File: src/rtl/sfu_accum_if.sv
// Handshake and data bundle between the OFIFO/core side (master) and the sfu_accum stage (slave).
interface sfu_accum_if #(
    parameter int unsigned psum_bw = 16,
    parameter int unsigned col     = 8
);
    logic [3:0]             kij;
    logic                   ofifo_valid;
    logic [psum_bw*col-1:0] ofifo_out;
    logic                   ofifo_rd;
    logic                   readout_start;
    logic [psum_bw*col-1:0] readout;
    logic                   readout_valid;
    logic                   tile_done;

    modport master (
        output kij, ofifo_valid, ofifo_out, readout_start,
        input  ofifo_rd, readout, readout_valid, tile_done
    );

    modport slave (
        input  kij, ofifo_valid, ofifo_out, readout_start,
        output ofifo_rd, readout, readout_valid, tile_done
    );
endinterface

File: src/rtl/sfu_accum.sv
// Accumulates per-kij psum vectors into an output-pixel buffer and streams the result on request.
// Optional per-lane ReLU on readout is enabled by defining SFU_RELU_EN.
module sfu_accum #(
    parameter int unsigned psum_bw = 16,
    parameter int unsigned col     = 8,
    parameter int unsigned in_w    = 6,
    parameter int unsigned ksize   = 3
) (
    input logic        clk,
    input logic        reset,
    sfu_accum_if.slave io
);
    localparam int unsigned out_w    = in_w - ksize + 1;
    localparam int unsigned len_nij  = in_w * in_w;
    localparam int unsigned len_onij = out_w * out_w;
    localparam int unsigned n_kij    = ksize * ksize;
    localparam int unsigned vec_w    = psum_bw * col;
    localparam int unsigned nij_w    = $clog2(len_nij);
    localparam int unsigned onij_w   = $clog2(len_onij);
    localparam int unsigned rd_w     = $clog2(len_onij + 1);

    typedef enum logic {StAcc, StRead} state_e;

    state_e             state_q, state_d;
    logic [nij_w-1:0]   nij_cnt_q, nij_cnt_d;
    logic [3:0]         kij_q, kij_d;
    logic [rd_w-1:0]    rd_idx_q, rd_idx_d;
    logic [vec_w-1:0]   readout_q, readout_d;
    logic               readout_valid_q, readout_valid_d;
    logic               tile_done_q, tile_done_d;

    // Storage behaves like SRAM: deliberately not reset so partial sums survive per-kij resets.
    logic [vec_w-1:0]   psum_buf [len_onij];

    logic               pop;
    logic [3:0]         eff_kij;
    logic               hit;
    logic               wr_en;
    logic [onij_w-1:0]  wr_idx;
    logic [vec_w-1:0]   sum;
    logic [vec_w-1:0]   wr_data;
    int                 row, column, ki, kj, oy, ox;

    function automatic logic [vec_w-1:0] post_fn(input logic [vec_w-1:0] v);
        logic [vec_w-1:0] r;
        r = v;
`ifdef SFU_RELU_EN
        for (int l = 0; l < int'(col); l++) begin
            if (v[l*psum_bw + psum_bw - 1]) r[l*psum_bw +: psum_bw] = '0;
        end
`endif
        return r;
    endfunction

    // Address generation and lane-wise read-modify-write data for the current pop.
    always_comb begin
        pop     = (state_q == StAcc) && io.ofifo_valid && !reset;
        eff_kij = (nij_cnt_q == '0) ? io.kij : kij_q;
        row     = int'(nij_cnt_q) / int'(in_w);
        column  = int'(nij_cnt_q) % int'(in_w);
        ki      = int'(eff_kij) / int'(ksize);
        kj      = int'(eff_kij) % int'(ksize);
        oy      = row - ki;
        ox      = column - kj;
        hit     = (oy >= 0) && (oy < int'(out_w)) && (ox >= 0) && (ox < int'(out_w));
        wr_idx  = onij_w'(oy * int'(out_w) + ox);
        wr_en   = pop && hit && (int'(eff_kij) < int'(n_kij));
        sum     = '0;
        for (int l = 0; l < int'(col); l++) begin
            sum[l*psum_bw +: psum_bw] = psum_buf[wr_idx][l*psum_bw +: psum_bw]
                                      + io.ofifo_out[l*psum_bw +: psum_bw];
        end
        wr_data = (eff_kij == '0) ? io.ofifo_out : sum;
    end

    always_ff @(posedge clk) begin
        if (wr_en) psum_buf[wr_idx] <= wr_data;
    end

    always_comb begin
        state_d         = state_q;
        nij_cnt_d       = nij_cnt_q;
        kij_d           = kij_q;
        rd_idx_d        = rd_idx_q;
        readout_d       = readout_q;
        readout_valid_d = readout_valid_q;
        tile_done_d     = 1'b0;
        unique case (state_q)
            StAcc: begin
                if (pop) begin
                    if (nij_cnt_q == '0) kij_d = io.kij;
                    if (nij_cnt_q == nij_w'(len_nij - 1)) begin
                        nij_cnt_d   = '0;
                        tile_done_d = 1'b1;
                    end else begin
                        nij_cnt_d = nij_cnt_q + nij_w'(1);
                    end
                end
                if (io.readout_start && (nij_cnt_q == '0)) begin
                    state_d         = StRead;
                    rd_idx_d        = '0;
                    readout_d       = '0;
                    readout_valid_d = 1'b0;
                end
            end
            StRead: begin
                if (rd_idx_q == rd_w'(len_onij)) begin
                    state_d         = StAcc;
                    rd_idx_d        = '0;
                    readout_d       = '0;
                    readout_valid_d = 1'b0;
                end else begin
                    readout_d       = post_fn(psum_buf[rd_idx_q[onij_w-1:0]]);
                    readout_valid_d = 1'b1;
                    rd_idx_d        = rd_idx_q + rd_w'(1);
                end
            end
            default: state_d = StAcc;
        endcase
    end

    always_ff @(posedge clk) begin
        if (reset) begin
            state_q         <= StAcc;
            nij_cnt_q       <= '0;
            kij_q           <= '0;
            rd_idx_q        <= '0;
            readout_q       <= '0;
            readout_valid_q <= 1'b0;
            tile_done_q     <= 1'b0;
        end else begin
            state_q         <= state_d;
            nij_cnt_q       <= nij_cnt_d;
            kij_q           <= kij_d;
            rd_idx_q        <= rd_idx_d;
            readout_q       <= readout_d;
            readout_valid_q <= readout_valid_d;
            tile_done_q     <= tile_done_d;
        end
    end

    assign io.ofifo_rd      = pop;
    assign io.readout       = readout_q;
    assign io.readout_valid = readout_valid_q;
    assign io.tile_done     = tile_done_q;

endmodule

File: src/flat_wrapper.sv
// flat-port wrapper written by rule: the top's interface ports become plain ports
module sfu_accum_flat 
#(
    parameter int unsigned psum_bw = 16,
    parameter int unsigned col     = 8,
    parameter int unsigned in_w    = 6,
    parameter int unsigned ksize   = 3
)
  (clk, reset, io_kij, io_ofifo_valid, io_ofifo_out, io_readout_start, io_ofifo_rd, io_readout, io_readout_valid, io_tile_done);
  sfu_accum_if #(.psum_bw(psum_bw), .col(col)) io_i ();
  input logic clk;
  input logic reset;
  input wire logic [$bits(io_i.kij)-1:0] io_kij;
  input wire logic [$bits(io_i.ofifo_valid)-1:0] io_ofifo_valid;
  input wire logic [$bits(io_i.ofifo_out)-1:0] io_ofifo_out;
  input wire logic [$bits(io_i.readout_start)-1:0] io_readout_start;
  output wire logic [$bits(io_i.ofifo_rd)-1:0] io_ofifo_rd;
  output wire logic [$bits(io_i.readout)-1:0] io_readout;
  output wire logic [$bits(io_i.readout_valid)-1:0] io_readout_valid;
  output wire logic [$bits(io_i.tile_done)-1:0] io_tile_done;
  assign io_i.kij = io_kij;
  assign io_i.ofifo_valid = io_ofifo_valid;
  assign io_i.ofifo_out = io_ofifo_out;
  assign io_i.readout_start = io_readout_start;
  assign io_ofifo_rd = io_i.ofifo_rd;
  assign io_readout = io_i.readout;
  assign io_readout_valid = io_i.readout_valid;
  assign io_tile_done = io_i.tile_done;
  sfu_accum #(.psum_bw(psum_bw), .col(col), .in_w(in_w), .ksize(ksize)) u_core (.clk(clk), .reset(reset), .io(io_i));
endmodule
File: config.mk
export PLATFORM = sky130hd
export DESIGN_NAME = sfu_accum_flat
export DESIGN_NICKNAME = d
export VERILOG_FILES = /design/src/rtl/sfu_accum_if.sv /design/src/rtl/sfu_accum.sv /design/src/flat_wrapper.sv
export SDC_FILE = /design/constraint.sdc
export NUM_CORES = 2
export LEC_CHECK = 0
export CAP_MARGIN = 25
export CORE_ASPECT_RATIO = 1.2
export CORE_MARGIN = 2
export CORE_UTILIZATION = 60
export CTS_CLUSTER_SIZE = 14
export DETAILED_ROUTE_END_ITERATION = 10
export PLACE_DENSITY = 0.75
export SETUP_SLACK_MARGIN = 0.05
export SLEW_MARGIN = 30
export SYNTH_ARGS = -nofsm -noshare
export SYNTH_HDL_FRONTEND = slang
export SYNTH_SLANG_ARGS = --single-unit
export TNS_END_PERCENT = 5
File: constraint.sdc
create_clock -name clk -period 37.6 [get_ports clk]
set_clock_uncertainty 0.1 [all_clocks]
set_input_delay 7.52 -clock clk [delete_from_list [all_inputs] [get_ports clk]]
set_output_delay 7.52 -clock clk [all_outputs]
set_load 0.005 [all_outputs]
* Word-level counts from Yosys, hierarchy flattened
Memories as Yosys holds them, arrays and structs flattened. A register that Yosys moved wholly into a read port is not among the register bits. Cells that the tools add are included. W data, S select, Z words.
Storage, ports and cells: register bits 146, bits in latches 0, input port bits 136, ROM bits 0, bits in writable memories 2048, output and inout bits 131, memories 1
Cells by class: $lt $le $gt $ge 5, $mul 0, eq/ne operators 3, shift-type cells 0, reductions and logical operators 13, add/sub/neg operators 13, divide/modulo/power cells 4, bitwise operators 2, muxes and demuxes 19
Memories:
- u_core.psum_buf | depth 16, bits a word 128, read ports 2, clocked after memory_dff 1, write ports 1, line sfu_accum.sv:33 | logic [vec_w-1:0] psum_buf [len_onij];
Operators by type and width (count):
- $mux W128 | 3
- $pmux W128 S2 | 1
- $add A16 B16 Y16 | 8
- $ge A32 B1 Y1 const B | 2
- $lt A32 B4 Y1 const B | 2
- $sub A32 B32 Y32 | 2
- $div A5 B3 Y32 const B | 1
- $div A7 B4 Y32 const B | 1
- $mod A5 B3 Y32 const B | 1
- $mod A7 B4 Y32 const B | 1
- $mux W4 | 3
- $mux W5 | 2
- $pmux W5 S2 | 1
- $logic_and A1 B1 Y1 | 8
- $add A6 B1 Y6 const B | 1
- $eq A6 B6 Y1 const B | 1
- $logic_not A6 Y1 | 1
- $mux W1 | 6
- $mux W6 | 1
- $add A5 B1 Y5 const B | 1
- $eq A5 B5 Y1 const B | 1
- $add A4 B4 Y4 | 1
- $logic_not A4 Y1 | 1
- $lt A4 B4 Y1 const B | 1
- 6 further kinds | 8

* Depth between registers and ports, before layout
depth in word-level cells 12, depth in mapped cells 45, gate-level depth less buffers 38

* Worst setup path after synthesis
No wires, ideal clock.
kind in2reg, from input port io_kij[3], to memory u_core.psum_buf[10][0] (netlist bit) (enable), stages 31, path buffers 4, library setup time 0.929 ns, data required time 36.571 ns, arrival time 25.581 ns, slack 10.990 ns, cells stage by stage clkbuf_1 mux2_2 ha_1 nand2b_1 a2111oi_4 nor2_2 and4b_1 buf_6 xnor2_1 inv_1 ha_1 a31oi_1 nand4_1 nand2_1 nor2_1 and2_1 clkbuf_1 o21ai_0 ha_1 nand2_1 nor2_1 a21bo_2 a21oi_1 a21oi_1 or4b_1 o311ai_0 o221ai_1 a311oi_1 nand4_2 buf_6 nor4_1
On the way: cells in the longest elaborated chain, start to end 11, elaborated cells between the ends (all ways) 18, classes of those cells add/sub: 3; div: 2; order compare: 5; mux: 3; reduce/logical: 5
RTL lines:
- start: declaration | line flat_wrapper.sv:13 | input wire logic [$bits(io_i.kij)-1:0] io_kij;
- $mux W4 (*) | line sfu_accum.sv:58 | eff_kij = (nij_cnt_q == '0) ? io.kij : kij_q;
- net u_core.eff_kij[3] | line sfu_accum.sv:36 | logic [3:0] eff_kij;
- $div A5 B3 Y32 | line sfu_accum.sv:61 | ki = int'(eff_kij) / int'(ksize);
- $sub A32 B32 Y32 | line sfu_accum.sv:63 | oy = row - ki;
- $ge A32 B1 Y1 / $lt A32 B4 Y1 (equally long branches) | line sfu_accum.sv:65 | hit = (oy >= 0) && (oy < int'(out_w)) && (ox >= 0) && (ox < int'(out_w));
- $logic_and A1 B1 Y1 (3 in series) | line sfu_accum.sv:65
- $logic_and A1 B1 Y1 (2 in series) | line sfu_accum.sv:67 | wr_en = pop && hit && (int'(eff_kij) < int'(n_kij));
- $mux W1 | line sfu_accum.sv:77 | if (wr_en) psum_buf[wr_idx] <= wr_data;
- $mux W1 (implied by the code) | line sfu_accum.sv:77
- end: declaration | line sfu_accum.sv:33
The timed path passes the listed nets; every way through them passes the cells marked *.

* Worst setup path in the final report
from input port io_kij[2], to memory u_core.psum_buf[7][47] (netlist bit), data pin
On the way: cells in the longest elaborated chain, start to end 7, elaborated cells between the ends (all ways) 10, classes of those cells add/sub: 4; div: 2; mux: 2; reduce/logical: 1; memory: 1
RTL lines:
- $mux W4 (*) | line sfu_accum.sv:58
- $div A5 B3 Y32 / $mod A5 B3 Y32 (equally long branches) | line sfu_accum.sv:61, sfu_accum.sv:62
- $sub A32 B32 Y32 (on tied branches) | line sfu_accum.sv:63, sfu_accum.sv:64
- $add A4 B4 Y4 | line sfu_accum.sv:66 | wr_idx = onij_w'(oy * int'(out_w) + ox);
- $mem_v2 Z16 W128
- $add A16 B16 Y16 | line sfu_accum.sv:71 | + io.ofifo_out[l*psum_bw +: psum_bw];
- $mux W128 (*) | line sfu_accum.sv:73 | wr_data = (eff_kij == '0) ? io.ofifo_out : sum;
- net u_core.wr_data[47] | line sfu_accum.sv:41 | logic [vec_w-1:0] wr_data;
Marks and branches as above.

==> results.toml <==
[sta]
rsz0062_at_grt = "false"
fin_tns_setup_ns = 0
layout_min_cycle_time_ns = 19.08
period_share = 0.508
fmax_ghz = 0.0524
slew_viol_final = 0
relSlewSlack = 0.269
setup_viol = 0
hold_violations = 0
worstMarginPinSlew_ns = 1.10

[synth]
avgSynthCellArea_um2 = 18.8
synth_cell_types = 81
synth_ff_type = "edfxtp_1"
ys_ff_latch = 2198
yosys_warnings = 0
yosysMostFrequentCell = "edfxtp_1"
netlist_area_um2 = 106000
async_reset_ff_frac = 0
synth_nets = 5963
syn_inst = 5649
synth_top_cell_by_area = "edfxtp_1"
synthTopCellsByArea = "edfxtp_1 58%, mux4_2 27%, dfxtp_1 2.8%"
synthTopCellsByCount = "2,048 x edfxtp_1, 1,280 x mux4_2, 315 x nand2_1"
synth_top_area_frac = 0.579
ys_seq_area_frac = 0.607
synth_edf_count = 2048

[critical_path]
critPathCaptureType = "flop"
critical_path.slowest_cell = "fa_4"
cp_top_family = "compound AO/OA/AOI/OAI gates"
cp_data_arrival_time_ns = 19.55
critical_path_class = "in -> reg"
path_max_fanout = 129
required_ns = 38.07
crit_top_cell = "ha_1"
crit_buf_inv = 6
start_kind = "input pin"
critPathMaxStageDelay_ns = 1.17

[detailed_routing]
via_count = 61000
drc_errors = 0
drt_iter0_drc = 7389
ant_nets = 0
avgRoutedWirePerCell_um = 32.9
via_per_inst = 7.22
wl_mm = 278
dr.pass1.iters = 6

[clocking]
clock-root-buffer = "clkbuf_16"
cts_buffer_depth = 3
cts.clk_slew.worst_paths_ns = 0.06
htreeDepth = 4
cts_buffers = 211
clock_sinks = 2198
postCtsSetupBuffers = 0
clk_latency_ns = 0.87
cts_tree = "done"
cts_hold_buf = 0
ctsResizeCount = 0

[status]
status = "completed"

[layout]
final_cells = 8454
drive_gt1_frac = 0.306
seqCellArea_um2 = 64500
final_nets = 6267
fillers = 11343
synthToLayoutAreaGrowth_pct = 12.5
multi_input_area_um2 = 40500

[floorplan]
pin_count = 267
die_h_um = 465
fp.dieArea_um2 = 181000
rows = 169
start_util = 0.603
die_x_um = 388
coreArea_um2 = 176000

[global_route]
antenna_found_initial = 16
grt_pass1_wl_mm = 412
grt_max_degree = 162
grt_pass1_vias = 61774
grt_use_total = 0.312
grt.overflow.total = 0

[placed_design]
gp_congestion = 0.883
place_inst = 8047
place_hpwl_mm = 152
io_buffers = 266

[min_path]
hold_class = "reg -> reg"

[job]
cap_violations = 0
==> layout by cell type, fill, tap and decap left out, drive strengths merged, types with 9 or more instances in the layout <==
master / netlist / routed
o21ai: 155 / 155
a2111oi: 13 / 13
bufinv: 0 / 17
clkdlybuf4s50: 0 / 265
or3: 10 / 10
nor2b: 35 / 35
dfxtp: 150 / 150
fa: 10 / 10
clkinvlp: 0 / 10
o41ai: 9 / 9
nand3: 34 / 34
clkinv: 0 / 72
nor2: 154 / 154
a211oi: 9 / 9
buf: 72 / 203
and2: 14 / 14
mux2i: 9 / 9
xor2: 93 / 93
mux2: 19 / 19
nand4: 14 / 14
o21a: 23 / 23
clkbuf: 305 / 291
mux4: 1280 / 1280
nor4: 27 / 27
inv: 31 / 42
a21oi: 243 / 243
nand2: 315 / 315
a21o: 40 / 40
ha: 168 / 168
edfxtp: 2048 / 2048
nor3: 39 / 39
xnor2: 58 / 58
o31ai: 17 / 17
nand2b: 152 / 152
==> cell type report <==
type,instances,area share
Clock inverter,110,0.00890
Timing Repair Buffer,468,0.0383
Clock buffer,291,0.0492
Antenna cell,5,0.000105
Tap cell,2308,0.0242
Inverter,31,0.000973
Multi-Input combinational cell,3043,0.339
Sequential cell,2198,0.540
==> worst paths after layout <==
| check | endpoint | cells past startpoint | start | slack [ns] |
|---|---|---|---|---|
| setup / recovery | u_core.psum_buf[7][47]$_DFFE_PP_ | 33 | io_kij[2] | 18.52 |
| hold / removal | u_core.io.readout[71]$_SDFFE_PP0N_ | 2 | u_core.io.readout[71]$_SDFFE_PP0N_ | 0.35 |
| setup reg to reg | u_core.psum_buf[7][47]$_DFFE_PP_ | 35 | u_core.nij_cnt_q[0]$_SDFFE_PP0P_ | 23.95 |
| hold reg to reg | u_core.io.readout[71]$_SDFFE_PP0N_ | 2 | u_core.io.readout[71]$_SDFFE_PP0N_ | 0.35 |
==> per-stage QoR <==
| stage | utilization | hold slack, ns | area (µm²) | setup slack (ns) |
|---|---|---|---|---|
| after global placement | 0.637 | 0.341 | 112000 | 17.92 |
| after floorplan | - | 0.353 | 106000 | 10.99 |
| final | 0.678 | 0.350 | 120000 | 18.52 |
| after detailed placement | 0.638 | 0.346 | 112000 | 17.68 |
| after global routing | 0.678 | 0.368 | 120000 | 17.96 |
| after CTS | 0.677 | 0.353 | 119000 | 18.56 |
==> layer usage <==
metal  wire (µm)  up-vias  part of all wire  track usage
li1            -    24527                 -            -
met1      104000    32133              0.37        0.443
met3       29200      490              0.10       0.0609
met2      137000     3836              0.49        0.502
met5          68        -           0.00024            0
met4        7210       14             0.026       0.0896
==> logic make-up (layout without fill, tap and decap cells) <==
| family | Yosys count | after routing | synth area share |
|---|---|---|---|
| DFF | 2198 | 2198 | 0.607 |
| muxes | 1308 | 1308 | 0.274 |
| and+or+nand+nor | 837 | 837 | 0.0383 |
| AOI/OAI and AO/OA | 568 | 568 | 0.0320 |
| buffers and inverters | 408 | 900 | 0.0146 |
| adders and majority gates | 179 | 179 | 0.0218 |
| xor gates and xnor gates | 151 | 151 | 0.0124 |
| other | 0 | 5 | 0 |
==> flip-flops by register name (all words and copies together) (netlist names), named ones only <==
name                     flops
u_core.psum_buf           2048
u_core.io.readout          128
u_core.nij_cnt_q             6
u_core.rd_idx_q              5
u_core.kij_q                 4
u_core.io.readout_valid      1
u_core.io.tile_done          1
u_core.state_q               1
==> worst min-delay path, delay by kind of cell, from the launching register on <==
family             cells  cell delay, ns
AOI/OAI and AO/OA      1            0.05
DFF                    1            0.30
and+or+nand+nor        1            0.05
Power is left out: the tool's default activity adds up to more than one toggle a clock period on the data nets, which glitch-free logic cannot reach.
